`src/rtl/spi_ram_ctrl_arb_pkg.sv`:
```
// Shared types for the SPI RAM command-port controller: RAM opcodes, controller
// states and small helpers used by the top and its arbiter.
package spi_ram_ctrl_arb_pkg;

    localparam int DEF_ADDR_SIZE   = 8;
    localparam int DEF_TIMEOUT_CYC = 4;

    typedef enum logic [1:0] {
        CMD_WR_ADDR = 2'b00,
        CMD_WR_DATA = 2'b01,
        CMD_RD_ADDR = 2'b10,
        CMD_RD_DATA = 2'b11
    } ram_cmd_e;

    typedef enum logic [2:0] {
        IDLE    = 3'd0,
        WR_ADDR = 3'd1,
        WR_DATA = 3'd2,
        RD_ADDR = 3'd3,
        RD_CMD  = 3'd4,
        RD_WAIT = 3'd5,
        DONE    = 3'd6
    } state_e;

    function automatic logic [1:0] id_onehot(input logic id);
        return id ? 2'b10 : 2'b01;
    endfunction

endpackage

```
`src/rtl/spi_ram_ctrl_arb_if.sv`:
```
// Bundle of the two requester ports plus the RAM command port. The "slave" modport
// is the controller's view; "master" is the requesters plus RAM side.
interface spi_ram_ctrl_arb_if #(
    parameter int ADDR_SIZE = 8
);
    // Requests: a transfer happens on a rising edge where req_valid[i] & req_ready[i];
    // the requester holds valid and all fields stable until then, and may withdraw
    // valid before that edge. rsp_valid[i] is a one-cycle pulse with no back-pressure.
    logic [1:0]             req_valid;
    logic [1:0]             req_ready;
    logic [1:0]             req_we;
    logic [2*ADDR_SIZE-1:0] req_addr;
    logic [2*ADDR_SIZE-1:0] req_wdata;
    logic [1:0]             rsp_valid;
    logic [ADDR_SIZE-1:0]   rsp_rdata;
    logic                   rsp_err;
    logic [ADDR_SIZE+1:0]   ram_din;
    logic                   ram_rx_valid;
    logic [ADDR_SIZE-1:0]   ram_dout;
    logic                   ram_tx_valid;

    modport slave (
        input  req_valid, req_we, req_addr, req_wdata, ram_dout, ram_tx_valid,
        output req_ready, rsp_valid, rsp_rdata, rsp_err, ram_din, ram_rx_valid
    );

    modport master (
        output req_valid, req_we, req_addr, req_wdata, ram_dout, ram_tx_valid,
        input  req_ready, rsp_valid, rsp_rdata, rsp_err, ram_din, ram_rx_valid
    );

endinterface

```
`src/rtl/spi_ram_ctrl_arb_rr_arb2.sv`:
```
// Two-way round-robin arbiter: on contention the requester that did not win last
// time is granted. The history bit only moves when the caller reports a handshake.
module rr_arb2 (
    input  logic       clk,
    input  logic       rst,
    input  logic [1:0] req_i,
    input  logic       update_i,
    output logic [1:0] gnt_o,
    output logic       last_gnt_o
);

    logic last_gnt_q;

    always_comb begin
        gnt_o = 2'b00;
        case (req_i)
            2'b01:   gnt_o = 2'b01;
            2'b10:   gnt_o = 2'b10;
            2'b11:   gnt_o = last_gnt_q ? 2'b01 : 2'b10;
            default: gnt_o = 2'b00;
        endcase
    end

    always_ff @(posedge clk) begin
        if (rst) begin
            last_gnt_q <= 1'b1;
        end else if (update_i) begin
            last_gnt_q <= gnt_o[1];
        end
    end

    assign last_gnt_o = last_gnt_q;

endmodule

```
`src/rtl/spi_ram_ctrl_arb.sv`:
```
// Round-robin front end for the SPI RAM command port: accepts whole read/write
// transactions from two requesters and issues them as two RAM commands each.
module spi_ram_ctrl_arb
    import spi_ram_ctrl_arb_pkg::*;
#(
    parameter int ADDR_SIZE   = DEF_ADDR_SIZE,
    parameter int TIMEOUT_CYC = DEF_TIMEOUT_CYC
) (
    input  logic              clk,
    input  logic              rst,
    spi_ram_ctrl_arb_if.slave bus,
    output state_e            state_o,
    output logic              last_gnt_o
);

    localparam int CNT_W = (TIMEOUT_CYC > 1) ? $clog2(TIMEOUT_CYC) : 1;
    localparam logic [CNT_W-1:0] CNT_LAST = CNT_W'(TIMEOUT_CYC - 1);

    state_e                 state_q;
    logic [ADDR_SIZE+1:0]   din_q;
    logic                   rx_valid_q;
    logic [1:0]             rsp_valid_q;
    logic [ADDR_SIZE-1:0]   rdata_q;
    logic                   err_q;
    logic                   id_q;
    logic [ADDR_SIZE-1:0]   wdata_q;
    logic [CNT_W-1:0]       cnt_q;

    logic [1:0]             gnt;
    logic [1:0]             ready;
    logic                   hs;
    logic                   hs_id;
    logic                   sel_we;
    logic [ADDR_SIZE-1:0]   sel_addr;
    logic [ADDR_SIZE-1:0]   sel_wdata;

    rr_arb2 u_arb (
        .clk        (clk),
        .rst        (rst),
        .req_i      (bus.req_valid),
        .update_i   (hs),
        .gnt_o      (gnt),
        .last_gnt_o (last_gnt_o)
    );

    // Only IDLE can accept, and never while reset is held.
    assign ready     = (state_q == IDLE && !rst) ? gnt : 2'b00;
    assign hs        = |(bus.req_valid & ready);
    assign hs_id     = ready[1];
    assign sel_we    = hs_id ? bus.req_we[1] : bus.req_we[0];
    assign sel_addr  = hs_id ? bus.req_addr[2*ADDR_SIZE-1:ADDR_SIZE]
                             : bus.req_addr[ADDR_SIZE-1:0];
    assign sel_wdata = hs_id ? bus.req_wdata[2*ADDR_SIZE-1:ADDR_SIZE]
                             : bus.req_wdata[ADDR_SIZE-1:0];

    // Each state name describes what is on the RAM bus / response bus while in it,
    // so the registered outputs are loaded on the transition into that state.
    always_ff @(posedge clk) begin
        if (rst) begin
            state_q     <= IDLE;
            din_q       <= '0;
            rx_valid_q  <= 1'b0;
            rsp_valid_q <= 2'b00;
            rdata_q     <= '0;
            err_q       <= 1'b0;
            id_q        <= 1'b0;
            wdata_q     <= '0;
            cnt_q       <= '0;
        end else begin
            rx_valid_q  <= 1'b0;
            rsp_valid_q <= 2'b00;
            case (state_q)
                IDLE: begin
                    if (hs) begin
                        id_q       <= hs_id;
                        wdata_q    <= sel_wdata;
                        rx_valid_q <= 1'b1;
                        if (sel_we) begin
                            din_q   <= {CMD_WR_ADDR, sel_addr};
                            state_q <= WR_ADDR;
                        end else begin
                            din_q   <= {CMD_RD_ADDR, sel_addr};
                            state_q <= RD_ADDR;
                        end
                    end
                end
                WR_ADDR: begin
                    din_q      <= {CMD_WR_DATA, wdata_q};
                    rx_valid_q <= 1'b1;
                    state_q    <= WR_DATA;
                end
                WR_DATA: begin
                    rsp_valid_q <= id_onehot(id_q);
                    rdata_q     <= '0;
                    err_q       <= 1'b0;
                    state_q     <= DONE;
                end
                RD_ADDR: begin
                    din_q      <= {CMD_RD_DATA, {ADDR_SIZE{1'b0}}};
                    rx_valid_q <= 1'b1;
                    state_q    <= RD_CMD;
                end
                RD_CMD: begin
                    cnt_q   <= '0;
                    state_q <= RD_WAIT;
                end
                RD_WAIT: begin
                    if (bus.ram_tx_valid) begin
                        rsp_valid_q <= id_onehot(id_q);
                        rdata_q     <= bus.ram_dout;
                        err_q       <= 1'b0;
                        state_q     <= DONE;
                    end else if (cnt_q == CNT_LAST) begin
                        rsp_valid_q <= id_onehot(id_q);
                        rdata_q     <= '0;
                        err_q       <= 1'b1;
                        state_q     <= DONE;
                    end else begin
                        cnt_q <= cnt_q + 1'b1;
                    end
                end
                DONE: begin
                    state_q <= IDLE;
                end
                default: begin
                    state_q <= IDLE;
                end
            endcase
        end
    end

    assign bus.req_ready    = ready;
    assign bus.ram_din      = din_q;
    assign bus.ram_rx_valid = rx_valid_q;
    assign bus.rsp_valid    = rsp_valid_q;
    assign bus.rsp_rdata    = rdata_q;
    assign bus.rsp_err      = err_q;
    assign state_o          = state_q;

endmodule

```
`src/flat_wrapper.sv`:
```
// flat-port wrapper written by rule: the top's interface ports become plain ports
module spi_ram_ctrl_arb_flat import spi_ram_ctrl_arb_pkg::*;
#(
    parameter int ADDR_SIZE   = DEF_ADDR_SIZE,
    parameter int TIMEOUT_CYC = DEF_TIMEOUT_CYC
)
  (clk, rst, state_o, last_gnt_o, bus_req_valid, bus_req_we, bus_req_addr, bus_req_wdata, bus_ram_dout, bus_ram_tx_valid, bus_req_ready, bus_rsp_valid, bus_rsp_rdata, bus_rsp_err, bus_ram_din, bus_ram_rx_valid);
  spi_ram_ctrl_arb_if #(.ADDR_SIZE(ADDR_SIZE)) bus_i ();
  input  logic clk;
  input  logic rst;
  output state_e state_o;
  output logic last_gnt_o;
  input wire logic [$bits(bus_i.req_valid)-1:0] bus_req_valid;
  input wire logic [$bits(bus_i.req_we)-1:0] bus_req_we;
  input wire logic [$bits(bus_i.req_addr)-1:0] bus_req_addr;
  input wire logic [$bits(bus_i.req_wdata)-1:0] bus_req_wdata;
  input wire logic [$bits(bus_i.ram_dout)-1:0] bus_ram_dout;
  input wire logic [$bits(bus_i.ram_tx_valid)-1:0] bus_ram_tx_valid;
  output wire logic [$bits(bus_i.req_ready)-1:0] bus_req_ready;
  output wire logic [$bits(bus_i.rsp_valid)-1:0] bus_rsp_valid;
  output wire logic [$bits(bus_i.rsp_rdata)-1:0] bus_rsp_rdata;
  output wire logic [$bits(bus_i.rsp_err)-1:0] bus_rsp_err;
  output wire logic [$bits(bus_i.ram_din)-1:0] bus_ram_din;
  output wire logic [$bits(bus_i.ram_rx_valid)-1:0] bus_ram_rx_valid;
  assign bus_i.req_valid = bus_req_valid;
  assign bus_i.req_we = bus_req_we;
  assign bus_i.req_addr = bus_req_addr;
  assign bus_i.req_wdata = bus_req_wdata;
  assign bus_i.ram_dout = bus_ram_dout;
  assign bus_i.ram_tx_valid = bus_ram_tx_valid;
  assign bus_req_ready = bus_i.req_ready;
  assign bus_rsp_valid = bus_i.rsp_valid;
  assign bus_rsp_rdata = bus_i.rsp_rdata;
  assign bus_rsp_err = bus_i.rsp_err;
  assign bus_ram_din = bus_i.ram_din;
  assign bus_ram_rx_valid = bus_i.ram_rx_valid;
  spi_ram_ctrl_arb #(.ADDR_SIZE(ADDR_SIZE), .TIMEOUT_CYC(TIMEOUT_CYC)) u_core (.clk(clk), .rst(rst), .bus(bus_i), .state_o(state_o), .last_gnt_o(last_gnt_o));
endmodule
```
`config.mk`:
```
export PLATFORM = sky130hd
export DESIGN_NAME = spi_ram_ctrl_arb_flat
export DESIGN_NICKNAME = d
export VERILOG_FILES = /design/src/rtl/spi_ram_ctrl_arb_pkg.sv /design/src/rtl/spi_ram_ctrl_arb_if.sv /design/src/rtl/spi_ram_ctrl_arb_rr_arb2.sv /design/src/rtl/spi_ram_ctrl_arb.sv /design/src/flat_wrapper.sv
export SDC_FILE = /design/constraint.sdc
export NUM_CORES = 1
export LEC_CHECK = 0
export CAP_MARGIN = 40
export CORE_MARGIN = 2
export CORE_UTILIZATION = 45
export DETAILED_ROUTE_END_ITERATION = 6
export HOLD_SLACK_MARGIN = 0.15
export PLACE_DENSITY_LB_ADDON = 0.3
export SKIP_LAST_GASP = 1
export SLEW_MARGIN = 20
export SYNTH_ARGS = -nofsm -noshare
export SYNTH_HDL_FRONTEND = slang
export SYNTH_HIERARCHICAL = 1
export SYNTH_SLANG_ARGS = --single-unit
```
`constraint.sdc`:
```
create_clock -name clk -period 2.9 [get_ports clk]
set_input_delay 0.58 -clock clk [delete_from_list [all_inputs] [get_ports clk]]
set_output_delay 0.58 -clock clk [all_outputs]
set_load 0.05 [all_outputs]
```
Word-level counts from Yosys, hierarchy flattened
Index checks and enable logic that the tools add are counted.
Operators by class
  add/subtract/negate cells: 1
  equal/unequal tests: 13
  mux-type cells: 29
  bitwise gates (word level): 1
  reductions and logical operators: 13
Operator list (number)
  $mux W8: 4
  $pmux W10 S3: 1
  $mux W10: 2
  $pmux W3 S6: 1
  $mux W2: 8
  $pmux W8 S2: 1
  $mux W3: 3
  $pmux W2 S2: 2
  $reduce_and A2 Y1: 4
  $eq A2 B2 Y1 const B: 3
  $eq A3 B2 Y1 const B: 2
  $eq A3 B3 Y1 const B: 2
  $pmux W2 S3: 1
  $mux W1: 4
  $ne A2 B2 Y1 const B: 2
  $pmux W1 S2: 2
  $reduce_bool A2 Y1: 2
  $reduce_or A2 Y1: 2
  $eq A3 B1 Y1 const B: 1
  $logic_not A3 Y1: 1
  $ne A3 B2 Y1 const B: 1
  $reduce_and A3 Y1: 1
  $reduce_bool A3 Y1: 1
  $add A2 B1 Y2 const B: 1
  5 further kinds: 5
Storage, ports and cells
  bits in registers: 37
  input port bits: 47
  output and inout bits: 28
  logic and storage cells: 67

Logic depth before layout (Yosys ltp)
Gate-level depths: netlist of the first run.
  depth in word-level cells: 7
  mapped depth: 8
  gate-level depth less buffers: 7

By module
Netlist of the first run, hierarchy kept.
Modules (own cells, without submodules)
  spi_ram_ctrl_arb: instances 1, cells an instance 182, area each 1682.9 um^2, seq. area each 720.7 um^2
  rr_arb2: instances 1, cells an instance 6, area each 53.8 um^2, seq. area each 20.0 um^2

Worst setup path before layout of the first run
No wires, ideal clock.
  kind: reg2out
  start point: reg u_core.state_q[2] (netlist: u_core/state_o[2])
  end point: out bus_req_ready[0]
  data arrival time: 1.566 ns
  required time: 2.320 ns
  setup slack: 0.754 ns
  stages on the path, launching flop included: 4
  buffers on the path: 1
  cells stage by stage: dfxtp_1 > buf_6 > nor4_4 > and2_1
On the way
  word-level cells in the longest chain between the ends: 3
Ends and longest elaborated chain
  start: declaration: line spi_ram_ctrl_arb.sv:19  | state_e state_q;
  start signal: assignment: line spi_ram_ctrl_arb.sv:60  | state_q <= IDLE;
  start signal: assignment: line spi_ram_ctrl_arb.sv:80  | state_q <= WR_ADDR;
  start signal: assignment: line spi_ram_ctrl_arb.sv:83  | state_q <= RD_ADDR;
  $logic_not A3 Y1: line spi_ram_ctrl_arb.sv:47  | assign ready = (state_q == IDLE && !rst) ? gnt : 2'b00;
  $logic_and A1 B1 Y1: line spi_ram_ctrl_arb.sv:47
  $mux W2: line spi_ram_ctrl_arb.sv:47
  end: declaration: line flat_wrapper.sv:19  | output wire logic [$bits(bus_i.req_ready)-1:0] bus_req_ready;
No other way between the ends.

Worst setup path in the final report of the first run
  start point: in bus_req_valid[1]
  end point: out bus_req_ready[1]
On the way
  word-level cells in the longest chain between the ends: 3
  elaborated cells on any way between the ends: 5
  classes of those cells: eq/ne: 3; mux: 2
Ends and longest elaborated chain
  start: declaration: line flat_wrapper.sv:13  | input wire logic [$bits(bus_i.req_valid)-1:0] bus_req_valid;
  $eq A2 B2 Y1 or $eq A2 B1 Y1 (tied branches): line spi_ram_ctrl_arb_rr_arb2.sv:16  | case (req_i)
  $pmux W2 S3 *: line spi_ram_ctrl_arb_rr_arb2.sv:16
  via u_core.gnt[1]: line spi_ram_ctrl_arb.sv:29  | logic [1:0] gnt;
  $mux W2 *: line spi_ram_ctrl_arb.sv:47
Mark *: on every way through the listed nets, which the timed path passes. The rest lies on a longest branch.

==> flow_summary_export.csv, run 1 <==
group,metric,value,unit
outcome,status,"finished clean",
critical_path,reg2reg_depth,4,
clock_tree,clk_pin_slew,0.07,ns
run,drv_cap,0,
synthesis,synth_seq_cells,37,
critical_path,cpPeakStageDelay,0.50,ns
grt,antenna_found_initial,0,
timing,rsz0062_at_grt,"false",
critical_path,path_cells,"clkdlybuf4s50_1 -> a21boi_1 -> buf_4 -> nand2_4 -> inv_6 -> buf_12",
drt,drt_iter0_markers,120,
grt,grt_first_pass_wirelength,7.36,mm
timing,finClkSkew,0.00642,ns
pwr,vdd_drop_max,0.317,mV
critical_path,cp_data_required_time,2.32,ns
drt,post_drt_wl_per_cell,14.7,um
synthesis,yosys_warnings,6,
cells_and_area,drive_above_1_share,10.1,%
pwr,p_leak,0.000920,uW
worst_hold_path,min_path_cells,1,
floorplanning,design.core.area,3690,um2
grt,grt_util_all_layers,22.2,%
critical_path,path_delay_family,"buffers and inverters",
worst_hold_path,hold_path_class,"register to register",
synthesis,synthArstFlopShare,0,%
timing,whs,0.453,ns
synthesis,syn_nets,236,
pwr,p_per_area,547,nW/um2
synthesis,synth-edff-count,0,
placed_design,portBuffers,74,
timing,setup_ws,0.262,ns
timing,fin_crit,2.64,ns
critical_path,critPathKind,"input pin to output port",
critical_path,critical_path_arrival,2.06,ns
timing,fin_tns_setup,0,ns
timing,finalHoldViolations,0,
floorplanning,start_util,47.1,%
grt,grt_overflow,0,
cells_and_area,syn_to_final_growth,49.0,%
drt,dr.pass1.iters,4,
grt,first_global_vias,1635,
synthesis,syn-cell-area,1740,um2
floorplanning,io_pins,75,
cells_and_area,nNetsFinal,306,
critical_path,path_buf_inv,4,
drt,drcViolationCount,0,
grt,grt_max_degree,46,
clock_tree,post_cts_buffers,0,
critical_path,cp_slowest_cell,"clkdlybuf4s50_1",
floorplanning,rows,22,
synthesis,ys.flop_type,"dfxtp_1",
timing,setup_violations,0,
clock_tree,cts_tree,"done",
floorplanning,fp.dieH,66.1,um
clock_tree,cts_hold_buf,0,
floorplanning,dieArea,4370,um2
critical_path,critPathLaunchType,"input pin",
drt,wl,4.51,mm
cells_and_area,diodes,0,
synthesis,syn_area_per_cell,9.24,um2
critical_path,crit_fanout,19,
placed_design,place_hpwl,3.24,mm
timing,slew_viol_final,0,
clock_tree,cts_buffer_depth,2,
timing,timing.final.crit_share,91.0,%
placed_design,place_ws,0.222,ns
placed_design,gp_congestion,0.772,
drt,antenna_left,0,
critical_path,cp-end-kind,"output port",
synthesis,yosysSeqAreaShare,42.7,%
drt,routed-via-count,1693,
clock_tree,cts_max_level,2,
timing,slew_headroom,56.9,%
synthesis,synth.distinct_cells,39,
clock_tree,numCtsBuffers,5,
clock_tree,numClockSinks,37,
clock_tree,clk_latency,0.29,ns
clock_tree,root_buffer,"clkbuf_8",
floorplanning,die_w,66.1,um
drt,viasPerCell,5.53,
cells_and_area,fillers,297,
timing,tightest_slew,0.645,ns
clock_tree,post_cts_resized,0,
synthesis,syn_inst,188,
timing,max_freq,379,MHz
critical_path,worst-path-stages,6,
[stage by stage]
step / power (uW) / util (%) / cells / area, um2
3_3_place_gp: 995 / 67.3 / 299 / 2480
3_5_place_dp: 1000 / 67.3 / 299 / 2480
4_1_cts: 1420 / 70.1 / 306 / 2590
5_1_grt: 1480 / 70.1 / 306 / 2590
2_1_floorplan: 848 / - / 188 / 1740
6_report: 1420 / 70.1 / 306 / 2590
[report_power, final]
group	switching [uW]	internal, uW	total (uW)
Sequential	35.0	544	579
Combinational	237	174	411
Clock	175	250	425
Total	447	968	1420
[Yosys cell counts, types with 2 or more instances]
| library cell | count | area (um2) |
|---|---|---|
| a2111oi_0 | 2 | 17.5 |
| a21oi_1 | 16 | 80.1 |
| a221oi_1 | 8 | 70.1 |
| a22oi_1 | 8 | 60.1 |
| a311oi_2 | 8 | 120 |
| buf_2 | 3 | 15.0 |
| buf_6 | 2 | 22.5 |
| clkbuf_1 | 6 | 22.5 |
| dfxtp_1 | 37 | 741 |
| inv_1 | 3 | 11.3 |
| mux2i_1 | 2 | 20.0 |
| nand2_1 | 22 | 82.6 |
| nand2_4 | 2 | 22.5 |
| nand2b_1 | 11 | 68.8 |
| nor2_1 | 20 | 75.1 |
| nor2b_1 | 4 | 25.0 |
| nor3_1 | 3 | 15.0 |
| nor3b_1 | 2 | 15.0 |
| o21ai_0 | 2 | 10.0 |
| o32ai_1 | 8 | 70.1 |
[routing by layer]
layer / GRT usage [%] / part of all wire (%) / wire length [um]
met5: 0 / 0 / 0
met4: 9.18 / 2.7 / 121
met3: 4.77 / 5.7 / 255
met2: 36.4 / 48 / 2160
met1: 28.1 / 44 / 1970
[area by class of cell]
class / count / area (um2) / share of cell area (%)
multi-input combinational: 132 / 878 / 33.9
timing repair buffer: 77 / 778 / 30.1
sequential: 37 / 741 / 28.6
clock buffer: 5 / 68.8 / 2.66
tap: 48 / 60.1 / 2.32
clock inverter: 2 / 35.0 / 1.35
inverter: 5 / 26.3 / 1.02
[cell families after synthesis]
logic type	share of synthesized area [%]
compound gates	28.0
fa+ha+maj	0.720
buf+inv	6.77
flops	42.7
mux	1.15
simple gates	20.7
[cell usage in the layout, fill, tap and decap left out, types with 2 or more instances in the layout]
cell and instances:
nand2b_1 11, mux2i_1 2, clkbuf_8 5, a21oi_1 16, o21ai_0 2, nor2b_1 4
a311oi_2 8, nand2_1 22, a2111oi_0 2, buf_12 2, dfxtp_1 37, nor3b_1 2
clkdlybuf4s50_1 71, buf_4 3, nor3_1 3, inv_1 3, o32ai_1 8, nand2_4 2
a221oi_1 8, a22oi_1 8, nor2_1 20
[sequential cells by signal, indices dropped and copies added, names as in the netlist]
signal,flops
u_core/bus.rsp_err,1
u_core/bus.ram_din,10
u_core/bus.ram_rx_valid,1
u_core/state_o,3
u_core/wdata_q,8
u_core/u_arb/last_gnt_o,1
u_core/id_q,1
u_core/bus.rsp_rdata,8
u_core/cnt_q,2
u_core/bus.rsp_valid,2
[worst reg2reg max path: stages, from the launching register on]
cell and delay [ns]:
dfxtp_1 0.34, a21boi_1 0.30, or4b_1 0.66, a221oi_1 0.36, o32ai_1 0.13
[final timing paths]
check / startpoint / endpoint / slack (ns)
setup / recovery: bus_req_valid[1] / bus_req_ready[1] / 0.26
hold reg to reg: u_core/id_q / u_core/bus.rsp_valid[0] / 0.45
setup reg to reg: u_core/u_arb/last_gnt_o / u_core/bus.ram_din[5] / 0.98
hold / removal: u_core/id_q / u_core/bus.rsp_valid[0] / 0.45
Power figures use the tool's default switching activity.
==> run 2: changes to the inputs <==
--- a/config.mk
+++ b/config.mk
@@ -6,11 +6,14 @@
 export NUM_CORES = 1
 export LEC_CHECK = 0
 export CAP_MARGIN = 40
+export CORE_ASPECT_RATIO = 0.75
 export CORE_MARGIN = 2
 export CORE_UTILIZATION = 45
 export DETAILED_ROUTE_END_ITERATION = 6
+export GPL_TIMING_DRIVEN = 0
 export HOLD_SLACK_MARGIN = 0.15
 export PLACE_DENSITY_LB_ADDON = 0.3
+export SKIP_CTS_REPAIR_TIMING = 1
 export SKIP_LAST_GASP = 1
 export SLEW_MARGIN = 20
 export SYNTH_ARGS = -nofsm -noshare
==> run 2 against run 1 <==
  * Total power increased by 3.8%
  * Non-clock buffer count is 13 higher
  * Clock skew barely moved
  * Core utilization is 2.6 points higher
  * Die area grew 0.13%
  * Worst hold slack gained 0.020 ns
  * Global-route usage up 1.8 points
  * Sequential power shrank 3%
  * Critical path type unchanged
==> flow_summary_export.csv, run 2 (same netlist as run 1, synthesis figures left out) <==
group,metric,value,unit
placed_design,placed_cells,314,
drt,wl,4.75,mm
worst_hold_path,hold_path_class,"register to register",
cells_and_area,layout.cells.non_filler,324,
clock_tree,cts_tree,"done",
outcome,status,"finished clean",
pwr,vdd_drop_max,0.506,mV
pwr,p_per_area,548,nW/um2
timing,timing.final.crit_share,97.3,%
drt,dr.pass1.iters,4,
clock_tree,numClockSinks,37,
timing,setup_violations,0,
grt,grt_first_pass_wirelength,7.91,mm
timing,finalHoldViolations,0,
floorplanning,die_w,75.7,um
clock_tree,cts_buffer_depth,2,
floorplanning,rows,19,
clock_tree,cts_max_level,2,
grt,grt_max_degree,13,
drt,drcViolationCount,0,
floorplanning,fp.dieH,57.8,um
critical_path,critPathKind,"input pin to output port",
critical_path,cpPeakStageDelay,0.42,ns
pwr,p_total,1470,uW
critical_path,critical_path_arrival,2.24,ns
grt,first_global_vias,1719,
clock_tree,root_buffer,"clkbuf_8",
timing,slew_viol_final,0,
timing,max_freq,354,MHz
placed_design,portBuffers,74,
grt,antenna_found_initial,0,
floorplanning,io_pins,75,
timing,fin_crit,2.82,ns
drt,routed-via-count,1747,
critical_path,cp_slowest_cell,"clkdlybuf4s50_1",
cells_and_area,layout_commonest_cell,"clkdlybuf4s50_1",
timing,finClkSkew,0.00668,ns
timing,tightest_slew,0.737,ns
pwr,p_leak,0.000978,uW
placed_design,place_hpwl,3.54,mm
drt,viasPerCell,5.39,
grt,grt_use_met1,31.7,%
clock_tree,clk_pin_slew,0.08,ns
drt,antenna_left,0,
cells_and_area,fillers,299,
grt,grt_use_met2,38.5,%
placed_design,gp_congestion,0.803,
cells_and_area,final_cell_mix,"clkdlybuf4s50_1, dfxtp_1, nand2_1, nor2_1, a21oi_1",
clock_tree,clk_latency,0.29,ns
critical_path,path_delay_family,"buffers and inverters",
critical_path,path_buf_inv,6,
clock_tree,numCtsBuffers,5,
floorplanning,design.core.area,3680,um2
cells_and_area,fin_util,72.8,%
critical_path,critPathLaunchType,"input pin",
critical_path,path_cells,"clkdlybuf4s50_1 -> buf_2 -> nor4_4 -> buf_4 -> nand2_4 -> inv_8 -> buf_12 -> clkbuf_4",
grt,grt_util_all_layers,24.0,%
critical_path,cp-end-kind,"output port",
grt,met3_usage,6.26,%
grt,gr-max-usage-layer,"met2",
run,drv_cap,0,
critical_path,cp_data_required_time,2.32,ns
critical_path,crit_fanout,10,
floorplanning,start_util,47.1,%
cells_and_area,largest_reg_flops,10,
drt,post_drt_wl_per_cell,14.7,um
cells_and_area,drive_above_1_share,11.8,%
floorplanning,dieArea,4380,um2
grt,grt_overflow,0,
cells_and_area,syn_to_final_growth,54.4,%
cells_and_area,diodes,0,
drt,drt_iter0_markers,104,
timing,slew_headroom,50.7,%
cells_and_area,nNetsFinal,319,
==> run 2: path summary, 6_finish.rpt <==
check,start,end,slack (ns),cells after the start
setup / recovery,rst,bus_req_ready[1],0.08,8
hold / removal,u_core/id_q,u_core/bus.rsp_valid[0],0.47,1
setup reg to reg,u_core/u_arb/last_gnt_o,u_core/bus.ram_din[3],0.91,5
hold reg to reg,u_core/id_q,u_core/bus.rsp_valid[0],0.47,1
==> run 2: cell type report <==
type	instances	area, um2	share of cell area (%)
plain buffers	14	92.6	3.45
flip-flops and latches	37	741	27.6
well taps	52	65.1	2.43
clock buffers	6	82.6	3.08
clock inverters	2	37.5	1.40
inverters	5	28.8	1.07
repair buffers	76	756	28.2
multi-input cells	132	878	32.8
==> run 2: through the flow <==
stage | setup slack (ns) | hold WS, ns | area, um2 | TNS [ns]
floorplan | 0.754 | 0.416 | 1740 | 0
global placement | -0.556 | 0.444 | 2540 | -0.827
detailed placement | -0.573 | 0.448 | 2540 | -0.845
CTS | -0.576 | 0.462 | 2660 | -0.862
global route | -0.00813 | 0.488 | 2680 | -0.00813
finish | 0.0772 | 0.472 | 2680 | 0
==> run 2: per-layer routing <==
layer / up-vias / share of wire (%) / wire length, um
met2: 63 / 46 / 2200
li1: 859 / - / -
met1: 819 / 45 / 2130
met5: - / 0 / 0
met3: 6 / 7.9 / 376
met4: 0 / 0.84 / 40
==> run 2: power breakdown <==
group,total [uW],internal (uW),switching (uW)
logic,442,186,256
registers,564,544,20.5
clock network,463,280,183
